==> src/rtl/key_load_ctrl.sv <==
// key_load_ctrl: receives a framed serial key (LSB first, then an even-parity
// bit), checks parity and commits the key atomically to key_out. After
// MAX_FAIL consecutive parity failures the block locks out until reset.
module key_load_ctrl #(
  parameter int unsigned KEY_W    = 32,
  parameter int unsigned MAX_FAIL = 3
) (
  input  logic             clk,
  input  logic             rst,
  input  logic             load_start,
  input  logic             key_bit_in,
  input  logic             key_bit_valid,
  output logic             key_bit_ready,
  output logic [KEY_W-1:0] key_out,
  output logic             key_valid,
  output logic             busy,
  output logic             load_done,
  output logic             load_err,
  output logic             locked_out,
  output logic [3:0]       fail_count
);

  localparam int unsigned CNT_W  = $clog2(KEY_W);
  localparam int unsigned FAIL_W = 4;

  typedef enum logic [2:0] {
    ST_IDLE,
    ST_SHIFT,
    ST_PAR,
    ST_CHECK,
    ST_LOCKOUT
  } state_e;

  state_e              state_q, state_d;
  logic [KEY_W-1:0]    sr_q, sr_d;
  logic [CNT_W-1:0]    cnt_q, cnt_d;
  logic                acc_q, acc_d;
  logic [KEY_W-1:0]    key_q, key_d;
  logic                kv_q, kv_d;
  logic                done_q, done_d;
  logic                err_q, err_d;
  logic                lock_q, lock_d;
  logic [FAIL_W-1:0]   fail_q, fail_d;
  logic                ready_q, ready_d;
  logic                busy_q, busy_d;
  logic                accept;
  logic [FAIL_W-1:0]   fail_inc;

  assign accept = key_bit_valid && ready_q;

  // Next-state and registered-output decode
  always_comb begin
    state_d  = state_q;
    sr_d     = sr_q;
    cnt_d    = cnt_q;
    acc_d    = acc_q;
    key_d    = key_q;
    kv_d     = kv_q;
    done_d   = 1'b0;
    err_d    = 1'b0;
    lock_d   = lock_q;
    fail_d   = fail_q;
    fail_inc = fail_q + FAIL_W'(1);

    unique case (state_q)
      ST_IDLE: begin
        if (load_start) begin
          state_d = ST_SHIFT;
          cnt_d   = '0;
          acc_d   = 1'b0;
        end
      end
      ST_SHIFT: begin
        if (accept) begin
          sr_d  = {key_bit_in, sr_q[KEY_W-1:1]};
          acc_d = acc_q ^ key_bit_in;
          cnt_d = cnt_q + CNT_W'(1);
          if (cnt_q == CNT_W'(KEY_W - 1)) begin
            state_d = ST_PAR;
          end
        end
      end
      ST_PAR: begin
        if (accept) begin
          acc_d   = acc_q ^ key_bit_in;
          state_d = ST_CHECK;
        end
      end
      ST_CHECK: begin
        if (!acc_q) begin
          key_d   = sr_q;
          kv_d    = 1'b1;
          done_d  = 1'b1;
          fail_d  = '0;
          state_d = ST_IDLE;
        end else begin
          err_d  = 1'b1;
          fail_d = fail_inc;
          if (fail_inc == FAIL_W'(MAX_FAIL)) begin
            // Drop the key together with the final error so no stale key survives lockout
            key_d   = '0;
            kv_d    = 1'b0;
            lock_d  = 1'b1;
            state_d = ST_LOCKOUT;
          end else begin
            state_d = ST_IDLE;
          end
        end
      end
      ST_LOCKOUT: begin
        key_d  = '0;
        kv_d   = 1'b0;
        lock_d = 1'b1;
      end
      default: begin
        state_d = ST_IDLE;
      end
    endcase

    ready_d = (state_d == ST_SHIFT) || (state_d == ST_PAR);
    busy_d  = (state_d == ST_SHIFT) || (state_d == ST_PAR) || (state_d == ST_CHECK);
  end

  // State and output registers with synchronous reset
  always_ff @(posedge clk) begin
    if (rst) begin
      state_q <= ST_IDLE;
      sr_q    <= '0;
      cnt_q   <= '0;
      acc_q   <= 1'b0;
      key_q   <= '0;
      kv_q    <= 1'b0;
      done_q  <= 1'b0;
      err_q   <= 1'b0;
      lock_q  <= 1'b0;
      fail_q  <= '0;
      ready_q <= 1'b0;
      busy_q  <= 1'b0;
    end else begin
      state_q <= state_d;
      sr_q    <= sr_d;
      cnt_q   <= cnt_d;
      acc_q   <= acc_d;
      key_q   <= key_d;
      kv_q    <= kv_d;
      done_q  <= done_d;
      err_q   <= err_d;
      lock_q  <= lock_d;
      fail_q  <= fail_d;
      ready_q <= ready_d;
      busy_q  <= busy_d;
    end
  end

  assign key_bit_ready = ready_q;
  assign key_out       = key_q;
  assign key_valid     = kv_q;
  assign busy          = busy_q;
  assign load_done     = done_q;
  assign load_err      = err_q;
  assign locked_out    = lock_q;
  assign fail_count    = fail_q;

endmodule
==> config.mk <==
export PLATFORM = sky130hd
export DESIGN_NAME = key_load_ctrl
export DESIGN_NICKNAME = d
export VERILOG_FILES = /design/src/rtl/key_load_ctrl.sv
export SDC_FILE = /design/constraint.sdc
export NUM_CORES = 1
export LEC_CHECK = 0
export ABC_AREA = 1
export BUFFER_PORTS_ARGS = -buffer_cell sky130_fd_sc_hd__buf_2
export CORE_UTILIZATION = 42
export CTS_BUF_LIST = sky130_fd_sc_hd__clkbuf_16
export CTS_CLUSTER_SIZE = 10
export DETAILED_ROUTE_END_ITERATION = 12
export GPL_TIMING_DRIVEN = 0
export PLACE_DENSITY = 0.69
export SYNTH_ARGS = -nofsm -noshare
export SYNTH_HDL_FRONTEND = slang
export SYNTH_SLANG_ARGS = --single-unit
==> constraint.sdc <==
create_clock -name clk -period 2 [get_ports clk]
set_input_delay 0.6 -clock clk [delete_from_list [all_inputs] [get_ports clk]]
set_output_delay 0.6 -clock clk [all_outputs]
set_load 0.005 [all_outputs]
==> impl_metrics.py, run 1 <==
metrics = {
    "power": {
        "vdd_drop_max_mv": 0.470,
        "powerDensity_mw_per_mm2": 832,
        "leakage_uw": 0.00196,
    },
    "status": {
        "outcome": "finished, final reports clean",
    },
    "clocking": {
        "insertion_delay_ns": 0.34,
        "cts_buffers": 9,
        "cts_setup_buffers": 0,
        "clockBufferDepth": 2,
        "cts_sinks": 83,
        "h-tree-depth": 3,
        "cts_hold_buffers": 0,
        "root_buffer": "clkbuf_16",
        "cts_tree": "yes",
        "cts_resized": 0,
        "path_clk_slew_ns": 0.06,
    },
    "synth": {
        "synth_warnings": 0,
        "yosys.area.top_type": "dfxtp_1",
        "netlist_instances": 463,
        "synth_edf_count": 0,
        "ys_top_cells_by_area": "dfxtp_1, a21oi_1, nor2_1, nand2_1, nand3b_1",
        "synth.distinct_cells": 29,
        "synth_fa_ha_area_frac": 0.0141,
        "avgSynthCellArea_sq_um": 7.66,
        "synth_seq_cells": 83,
        "async_flop_share": 0,
        "yosys.area_share.simple": 0.260,
        "ys_seq_area_frac": 0.469,
        "synth-xor-area-share": 0,
        "netlist_top_cells_count": "dfxtp_1, nor2_1, a21oi_1, nand2_1, inv_1",
        "syn-num-nets": 472,
        "netlist_area_sq_mm": 0.00354,
        "synth-main-ff-cell": "dfxtp_1",
        "synth_top_family_by_area": "simple AND/OR/NAND/NOR gates",
        "synthMuxAreaShare": 0,
        "synth.most_common_cell": "dfxtp_1",
        "synth_compound_area_frac": 0.154,
        "synth_top_area_share": 0.469,
    },
    "cells_and_area": {
        "n_antenna_cell": 0,
        "drive_gt1_frac": 0.177,
        "syn_to_final_growth_pct": 18.5,
        "final_cell_area_sq_mm": 0.00420,
        "fin_nets": 529,
    },
    "global_route": {
        "antenna_found_initial": 0,
        "grt_overflow_total": 0,
        "grt_pass1_vias": 2967,
        "grt_pass1_wl_mm": 13.4,
        "grt_use_total": 0.195,
        "grt_max_degree": 15,
    },
    "drt": {
        "wl_per_cell_um": 12.1,
        "viasPerCell": 4.84,
        "wl_met3_um": 296,
        "drt_pass1_iterations": 4,
        "dr.first_iter.drc_count": 121,
        "drc": 0,
        "vias": 3052,
        "wl_met2_mm": 3.60,
        "postRouteWirelength_mm": 7.65,
        "drtAntennaViolNets": 0,
        "highest-signal-layer": "met4",
        "routedLengthMet1_mm": 3.65,
    },
    "timing": {
        "hold_violations": 0,
        "slew_headroom": 0.650,
        "rsz0062_at_grt": "no",
        "setup_viol": 0,
        "fmax_mhz": 592,
        "period_needed_ns": 1.69,
        "tightest_slew_ns": 0.525,
        "skew_ns": 0.00708,
        "fin_crit_sh": 0.845,
        "final_max_slew_viol_count": 0,
        "setup-tns-final_ns": 0,
    },
    "critical_path": {
        "critPathArrivalTime_ns": 1.92,
        "crit_family": "simple AND/OR/NAND/NOR gates",
        "crit_chain": "ha_1 -> inv_1 -> nand2_1 -> nand2_1 -> nor2_2 -> nand3_4 -> buf_2 -> a21oi_1 -> nor2_1",
        "reg2reg_from": "fail_count[1]$_SDFFE_PP0N_",
        "crit_required_ns": 2.23,
        "cp-start-kind": "flop",
        "critPathSlowestCell": "dfxtp_1",
        "crit_path_max_incr_delay_ns": 0.42,
        "crit_type": "flop to flop",
        "critPathMaxFanout": 10,
        "cpMostUsedCell": "nand2_1",
        "critPathBufInv": 2,
        "crit_start": "fail_count[1]$_SDFFE_PP0N_",
        "end_kind": "flop",
    },
    "die": {
        "io_pins": 47,
        "die_y_um": 93.9,
        "core_area_sq_mm": 0.00818,
        "row_count": 33,
        "start_util": 0.434,
        "die_area_sq_mm": 0.00881,
        "die_w_um": 93.9,
    },
    "min_path": {
        "holdCritStartpoint": "sr_q[20]$_SDFFE_PP0P_",
        "hp-class": "flop to flop",
    },
    "job": {
        "drv_cap": 0,
    },
    "placed_design": {
        "gp_congestion": 0.809,
        "hpwl_mm": 5.42,
        "portBuffers": 46,
        "place_area_sq_mm": 0.00391,
    },
}
tightest hold or removal path: cells and delay by family, from the launching register on:
family / cells / cell delay (ns)
compound gates: 1 / 0.06
flops: 1 / 0.31
buf+inv: 1 / 0.06
final cells by class:
| cell class | count | area (sq um) |
|---|---|---|
| timing repair buffer | 46 | 230 |
| clock buffer | 9 | 225 |
| inverter | 50 | 190 |
| fill | 818 | 3980 |
| multi-input combinational | 303 | 1520 |
| clock inverter | 7 | 68.8 |
| buffer | 27 | 176 |
| sequential | 83 | 1660 |
| tap | 105 | 131 |
worst paths after layout:
path	to	slack, ns	depth (start not counted)
worst max-delay path	key_out[14]$_SDFFE_PP0P_	0.31	9
worst min-delay path	sr_q[20]$_SDFFE_PP0P_	0.47	2
worst max register to register	key_out[14]$_SDFFE_PP0P_	0.31	9
worst min register to register	sr_q[20]$_SDFFE_PP0P_	0.47	2
per-stage QoR:
stage	std cells	total power (uW)	util	setup WS, ns	hold WS (ns)
final	630	3500	0.514	0.310	0.469
after global routing	630	3620	0.514	0.139	0.473
after CTS	630	3530	0.514	0.301	0.463
after detailed placement	614	1890	0.478	0.301	0.453
after global placement	614	1890	0.478	0.315	0.440
after floorplan	463	1850	-	0.548	0.429
layer usage:
| metal | vias to the layer above | GRT usage |
|---|---|---|
| li1 | 1611 | - |
| met1 | 1375 | 0.250 |
| met2 | 58 | 0.321 |
| met3 | 8 | 0.0291 |
| met4 | 0 | 0.0885 |
| met5 | - | 0 |
kinds of logic after synthesis:
kind of cell               count (synthesis)
AOI/OAI and AO/OA                        108
adders and majority gates                  4
buffers and inverters                     77
DFF                                       83
and+or+nand+nor                          191
report_power, final:
part	switching, uW	leakage [uW]	total (uW)	internal (uW)
logic	105	0.00114	158	52.2
clock network	673	0.000147	1640	964
registers	18.6	0.000671	1700	1680
layout by cell type (no fill, tap or decap), types with 2 or more instances in the layout:
cell / netlist / routed
nor2_1: 74 / 74
nor3_1: 3 / 3
ha_1: 4 / 4
a21oi_1: 68 / 68
inv_1: 44 / 45
nor2_8: 2 / 2
clkinv_2: 0 / 2
nand3_1: 12 / 12
clkbuf_1: 9 / 9
buf_6: 8 / 8
inv_2: 3 / 3
clkinv_1: 2 / 2
o21ai_1: 3 / 3
nand2_1: 64 / 64
clkbuf_16: 0 / 9
nand2_2: 2 / 2
nor2_2: 2 / 2
dfxtp_1: 83 / 83
nand3b_1: 26 / 26
nand3_4: 2 / 2
o21ai_0: 35 / 35
buf_2: 8 / 54
sequential cells by signal, summed over array words and instances, names as in the netlist:
register and flops:
cnt_q 5, sr_q 32, key_valid 1, load_done 1, key_out 32, load_err 1
key_bit_ready 1, locked_out 1, fail_count 4, busy 1, acc_q 1, state_q 3
Note: power is estimated with default switching activity, not from simulation.
==> inputs of run 2 (changes only) <==
--- a/config.mk
+++ b/config.mk
@@ -5,7 +5,7 @@
 export SDC_FILE = /design/constraint.sdc
 export NUM_CORES = 1
 export LEC_CHECK = 0
-export ABC_AREA = 1
+export ABC_AREA = 0
 export BUFFER_PORTS_ARGS = -buffer_cell sky130_fd_sc_hd__buf_2
 export CORE_UTILIZATION = 42
 export CTS_BUF_LIST = sky130_fd_sc_hd__clkbuf_16
==> constraint.sdc (replaced) <==
create_clock -name clk -period 1.63 [get_ports clk]
set_input_delay 0.489 -clock clk [delete_from_list [all_inputs] [get_ports clk]]
set_output_delay 0.489 -clock clk [all_outputs]
set_load 0.005 [all_outputs]
==> run 2 against run 1 <==
Effect of this change:
- combinational power shrank 7%
- critical path type unchanged
- clock skew is essentially flat
- routed wire length grew 7.7%
- via count grew 2.5%
- global-route usage grew 0.37 points
- highest routed layer unchanged
==> impl_metrics.py, run 2 <==
metrics = {
    "status": {
        "outcome": "finished, final reports clean",
    },
    "cells_and_area": {
        "final_cell_area_sq_mm": 0.00428,
        "layout_common_cells": "nand2_1, dfxtp_1, buf_2, a21oi_1, a32oi_1",
        "finish.utilization": 0.545,
        "syn_to_final_growth_pct": 23.5,
        "n_antenna_cell": 0,
        "fin_nets": 471,
        "fillCellCount": 744,
        "final_common_cell": "nand2_1",
        "drive_gt1_frac": 0.255,
    },
    "clocking": {
        "cts_hold_buffers": 0,
        "root_buffer": "clkbuf_16",
        "cts_tree": "yes",
        "insertion_delay_ns": 0.34,
        "h-tree-depth": 3,
        "clockBufferDepth": 2,
        "cts_buffers": 9,
        "cts_sinks": 83,
        "path_clk_slew_ns": 0.06,
    },
    "critical_path": {
        "end_kind": "flop",
        "cp-start-kind": "flop",
        "critPathArrivalTime_ns": 1.87,
        "critPathMaxFanout": 10,
        "crit_type": "flop to flop",
        "crit_required_ns": 1.87,
    },
    "timing": {
        "slew_headroom": 0.642,
        "hold_violations": 0,
        "setup_viol": 0,
        "fmax_mhz": 616,
        "final_max_slew_viol_count": 0,
        "rsz0062_at_grt": "yes",
        "tightest_slew_ns": 0.536,
        "period_needed_ns": 1.62,
        "skew_ns": 0.00743,
        "fin_crit_sh": 0.995,
        "timing.hold.ws_ns": 0.414,
    },
    "synth": {
        "synth.distinct_cells": 43,
        "netlist_instances": 401,
        "netlist_top_cells_count": "nand2_1, dfxtp_1, a21oi_1, a32oi_1, o31ai_1",
        "synth-main-ff-cell": "dfxtp_1",
        "synth-xor-area-share": 0.00253,
        "netlist_area_sq_mm": 0.00346,
        "async_flop_share": 0,
        "synthMuxAreaShare": 0.00614,
        "synth.most_common_cell": "nand2_1",
        "synth_top_family_by_area": "compound AO/OA/AOI/OAI gates",
        "ys_top_cells_by_area": "dfxtp_1, nand2_1, a32oi_1, o31ai_1, a21oi_1",
        "synth_top_area_share": 0.480,
        "avgSynthCellArea_sq_um": 8.64,
        "synth_fa_ha_area_frac": 0.0145,
        "synth_warnings": 0,
        "synth_edf_count": 0,
        "synth_compound_area_frac": 0.236,
        "syn-num-nets": 410,
        "yosys.area.top_type": "dfxtp_1",
        "ys_seq_area_frac": 0.480,
        "yosys.area_share.simple": 0.202,
        "synth_seq_cells": 83,
    },
    "global_route": {
        "grt_use_total": 0.198,
        "grt_pass1_vias": 2758,
        "busiest_layer": "met2",
        "grt_overflow_total": 0,
        "grt_use_met2": 0.300,
        "grt_pass1_wl_mm": 13.3,
        "grt_util_met3": 0.0484,
        "met1_usage": 0.271,
        "grt_max_degree": 16,
        "antenna_found_initial": 0,
    },
    "drt": {
        "drt_pass1_iterations": 4,
        "drtAntennaViolNets": 0,
        "wl_per_cell_um": 14.5,
        "postRouteWirelength_mm": 8.24,
        "viasPerCell": 5.50,
        "dr.first_iter.drc_count": 133,
        "vias": 3129,
        "drc": 0,
    },
    "power": {
        "vdd_drop_max_mv": 0.523,
        "finalPower_uw": 4080,
        "powerDensity_mw_per_mm2": 954,
        "leakage_uw": 0.00161,
    },
    "die": {
        "die_w_um": 92.8,
        "row_count": 32,
        "die_area_sq_mm": 0.00861,
        "io_pins": 47,
        "die_y_um": 92.8,
        "core_area_sq_mm": 0.00785,
        "start_util": 0.441,
    },
    "job": {
        "drv_cap": 0,
    },
    "placed_design": {
        "place_area_sq_mm": 0.00382,
        "portBuffers": 46,
        "hpwl_mm": 5.56,
        "gp_congestion": 0.765,
    },
    "min_path": {
        "hp-class": "input port to flop",
    },
}
==> run 2: changes by cell type after synthesis, moves of 5 or more <==
cell,previous run,this run
nand2_1,64,106
inv_1,44,3
buf_2,8,13
nand3b_1,26,0
a21oi_1,68,44
o31ai_1,1,32
nor2_1,74,9
o21ai_0,35,2
a32oi_1,0,32
nand3_1,12,2
==> run 2: final timing paths <==
check,start,end,slack [ns],cells after the start
worst max-delay path,fail_count[0]$_SDFFE_PP0N_,key_out[5]$_SDFFE_PP0P_,0.008,6
worst min-delay path,key_bit_in,sr_q[31]$_SDFFE_PP0P_,0.41,3
worst max register to register,fail_count[0]$_SDFFE_PP0N_,key_out[5]$_SDFFE_PP0P_,0.008,6
worst min register to register,sr_q[2]$_SDFFE_PP0P_,sr_q[1]$_SDFFE_PP0P_,0.46,2
==> run 2: cell type report <==
type,count,area [sq um],share of cell area
inverters,5,18.8,0.00439
clock buffers,9,225,0.0527
multi-input cells,279,1710,0.400
flip-flops and latches,83,1670,0.390
plain buffers,34,211,0.0494
well taps,102,128,0.0298
repair buffers,50,260,0.0609
clock inverters,7,53.8,0.0126
==> run 2: power by group <==
part           total [uW]  internal, uW  leakage (uW)  switching [uW]
Clock                1890          1040      0.000130             851
Sequential           2040          2030      0.000672            9.01
Combinational         147          37.3      0.000807             110
Total                4080          3110       0.00161             970
==> run 2: critical path, cell delays in order (launching register included) <==
cell and delay (ns):
dfxtp_4 0.36, ha_2 0.21, and2_1 0.17, a21oi_2 0.22, o21ai_4 0.12, buf_4 0.20, o31ai_1 0.26
==> run 2: through the flow <==
stage	TNS, ns	instances	worst slack, ns
floorplan	0	401	0.0853
global placement	-7.58	549	-0.136
detailed placement	-9.33	549	-0.209
CTS	0	567	0.0305
global route	-0.664	569	-0.0531
finish	0	569	0.00754
==> run 2: cell families after synthesis <==
| family | Yosys count |
|---|---|
| simple gates | 152 |
| compound gates | 120 |
| flops | 83 |
| buf+inv | 39 |
| fa+ha+maj | 4 |
| mux | 2 |
| xor+xnor | 1 |
==> run 2: per-layer routing <==
metal | part of all wire | vias up
li1 | - | 1575
met1 | 0.48 | 1473
met2 | 0.47 | 66
met3 | 0.039 | 15
met4 | 0.015 | 0
met5 | 0 | -
==> run 2: timing repair <==
action / in CTS / in global routing
setup buffers: 2 / 2
pin swaps: 2 / 2
setup endpoints to repair: 30 / 56
gates resized for setup: 15 / 28
==> inputs of run 3 (changes only) <==
--- a/config.mk
+++ b/config.mk
@@ -6,7 +6,7 @@
 export NUM_CORES = 1
 export LEC_CHECK = 0
 export ABC_AREA = 0
-export BUFFER_PORTS_ARGS = -buffer_cell sky130_fd_sc_hd__buf_2
+export BUFFER_PORTS_ARGS = -buffer_cell sky130_fd_sc_hd__clkbuf_2
 export CORE_UTILIZATION = 42
 export CTS_BUF_LIST = sky130_fd_sc_hd__clkbuf_16
 export CTS_CLUSTER_SIZE = 10
==> run 3 against run 2 <==
Effect of this change:
- total power up 1.3%
- global-route usage up 0.18 points
- die area unchanged
- largest cell class unchanged
- routed wire length up 1.2%
- critical path depth unchanged
- combinational power about the same
- sequential share of layout area up 0.12 points
- utilization down 0.21 points
- clock-buffer cell count unchanged
- critical endpoint is now key_out[26]$_SDFFE_PP0P_
- via count down 0.96%
- highest routed layer unchanged
==> impl_metrics.py, run 3 (same netlist as run 2, synthesis figures left out) <==
metrics = {
    "critical_path": {
        "cp-start-kind": "flop",
        "r2r-end": "key_out[26]$_SDFFE_PP0P_",
        "r2r_setup_slack_ns": 0.009,
        "endpoint": "key_out[26]$_SDFFE_PP0P_",
        "critPathMaxFanout": 10,
        "reg2regPathDepth": 6,
        "end_kind": "flop",
        "crit_start": "fail_count[1]$_SDFFE_PP0N_",
        "crit_required_ns": 1.87,
        "critPathSlowestCell": "dfxtp_1",
        "critPathArrivalTime_ns": 1.86,
        "crit_chain": "ha_2 -> and2_1 -> a21oi_2 -> o21ai_4 -> buf_4 -> o31ai_2",
        "reg2reg_from": "fail_count[1]$_SDFFE_PP0N_",
        "crit_type": "flop to flop",
        "crit_path_max_incr_delay_ns": 0.36,
    },
    "power": {
        "leakage_uw": 0.00157,
        "finalPower_uw": 4130,
        "vdd_drop_max_mv": 0.500,
        "powerDensity_mw_per_mm2": 970,
    },
    "cells_and_area": {
        "layout_common_cells": "nand2_1, dfxtp_1, clkbuf_2, a21oi_1, a32oi_1",
        "finish.utilization": 0.543,
        "seq_area_sq_mm": 0.00167,
        "drive_gt1_frac": 0.236,
        "n_antenna_cell": 0,
        "final_common_cell": "nand2_1",
        "fillCellCount": 739,
        "fin_nets": 471,
        "multi_input_area_sq_mm": 0.00167,
        "instances_no_fill": 569,
        "syn_to_final_growth_pct": 23.0,
    },
    "global_route": {
        "grt_pass1_wl_mm": 13.6,
        "grt_max_degree": 14,
        "grt_use_total": 0.200,
        "grt_overflow_total": 0,
        "antenna_found_initial": 0,
        "grt_pass1_vias": 2839,
    },
    "die": {
        "io_pins": 47,
        "start_util": 0.441,
        "die_area_sq_mm": 0.00861,
        "die_w_um": 92.8,
        "die_y_um": 92.8,
        "row_count": 32,
        "core_area_sq_mm": 0.00785,
    },
    "timing": {
        "setup_viol": 0,
        "fmax_mhz": 617,
        "period_needed_ns": 1.62,
        "hold_violations": 0,
        "rsz0062_at_grt": "yes",
        "final_max_slew_viol_count": 0,
        "fin_crit_sh": 0.994,
        "slew_headroom": 0.646,
        "setup-tns-final_ns": 0,
        "skew_ns": 0.00630,
        "tightest_slew_ns": 0.531,
    },
    "placed_design": {
        "dp_cells": 549,
        "hpwl_mm": 5.60,
        "portBuffers": 46,
        "gp_congestion": 0.771,
    },
    "clocking": {
        "cts_buffers": 9,
        "path_clk_slew_ns": 0.06,
        "insertion_delay_ns": 0.33,
        "h-tree-depth": 3,
        "cts_tree": "yes",
        "root_buffer": "clkbuf_16",
        "cts_sinks": 83,
        "clockBufferDepth": 2,
    },
    "job": {
        "drv_cap": 0,
    },
    "drt": {
        "wl_per_cell_um": 14.7,
        "vias": 3099,
        "wl_met2_mm": 4.02,
        "routedLengthMet1_mm": 3.85,
        "dr.first_iter.drc_count": 151,
        "drt_pass1_iterations": 4,
        "drtAntennaViolNets": 0,
        "viasPerCell": 5.45,
        "highest-signal-layer": "met4",
        "wl_met3_um": 369,
        "drc": 0,
        "postRouteWirelength_mm": 8.34,
    },
    "min_path": {
        "hp-class": "input port to flop",
    },
    "status": {
        "outcome": "finished, final reports clean",
    },
}
-- run 3: changes by cell type in the layout (fill, tap and decap cells not counted), moves of 2 or more --
| cell | before | now |
|---|---|---|
| clkbuf_2 | 3 | 48 |
| buf_2 | 50 | 3 |
| buf_4 | 15 | 10 |
| o31ai_2 | 12 | 9 |
| o31ai_1 | 19 | 23 |
| clkinv_4 | 3 | 0 |
| clkbuf_4 | 1 | 3 |
| buf_6 | 4 | 8 |
| clkinv_2 | 0 | 2 |
| clkinv_1 | 1 | 3 |
-- run 3: final cells by class --
cell class | instances | share of cell area
plain buffers | 34 | 0.0535
clock buffers | 9 | 0.0529
clock inverters | 7 | 0.0138
inverters | 5 | 0.00441
multi-input cells | 279 | 0.393
flip-flops and latches | 83 | 0.391
well taps | 102 | 0.0300
repair buffers | 50 | 0.0611
-- run 3: how the worst min path moves through the flow --
stage / start / to / slack [ns] / depth (start not counted)
2_1_floorplan: sr_q[0]$_SDFFE_PP0P_ / key_out[0]$_SDFFE_PP0P_ / 0.44 / 2
3_3_place_gp: cnt_q[4]$_SDFFE_PP0P_ / cnt_q[4]$_SDFFE_PP0P_ / 0.45 / 2
3_5_place_dp: sr_q[0]$_SDFFE_PP0P_ / sr_q[0]$_SDFFE_PP0P_ / 0.45 / 2
4_1_cts: key_bit_in / sr_q[31]$_SDFFE_PP0P_ / 0.39 / 3
5_1_grt: key_bit_in / sr_q[31]$_SDFFE_PP0P_ / 0.42 / 3
6_report: key_bit_in / sr_q[31]$_SDFFE_PP0P_ / 0.41 / 3
-- run 3: through the flow --
| step | setup slack [ns] | hold slack, ns | cell area (sq um) |
|---|---|---|---|
| 6_report | 0.00943 | 0.406 | 4260 |
| 4_1_cts | -0.0161 | 0.394 | 4130 |
| 5_1_grt | -0.0459 | 0.424 | 4260 |
| 3_5_place_dp | -0.200 | 0.453 | 3820 |
| 2_1_floorplan | 0.0853 | 0.436 | 3460 |
| 3_3_place_gp | -0.140 | 0.446 | 3820 |
-- run 3: power breakdown --
group	switching (uW)	total [uW]	leakage, uW	internal, uW
clock network	780	1940	0.000138	1160
registers	9.36	2040	0.000671	2040
logic	108	146	0.000761	37.5
-- run 3: layer usage --
layer,vias up,track usage
met5,-,0
met3,8,0.0476
met4,0,0.0654
li1,1570,-
met1,1448,0.261
met2,73,0.324
-- run 3: what timing repair did --
action	CTS	global route
gates resized for setup	9	32
hold buffers	0	0
pin swaps	1	2
setup buffers	0	4
setup endpoints to repair	30	47
gates cloned	0	0
-- run 3: critical path, delay by kind of cell, from the launching register on --
kind            cells  cell delay [ns]
simple gates        1             0.17
buf+inv             1             0.20
compound gates      3             0.59
fa+ha+maj           1             0.21
flops               1             0.36
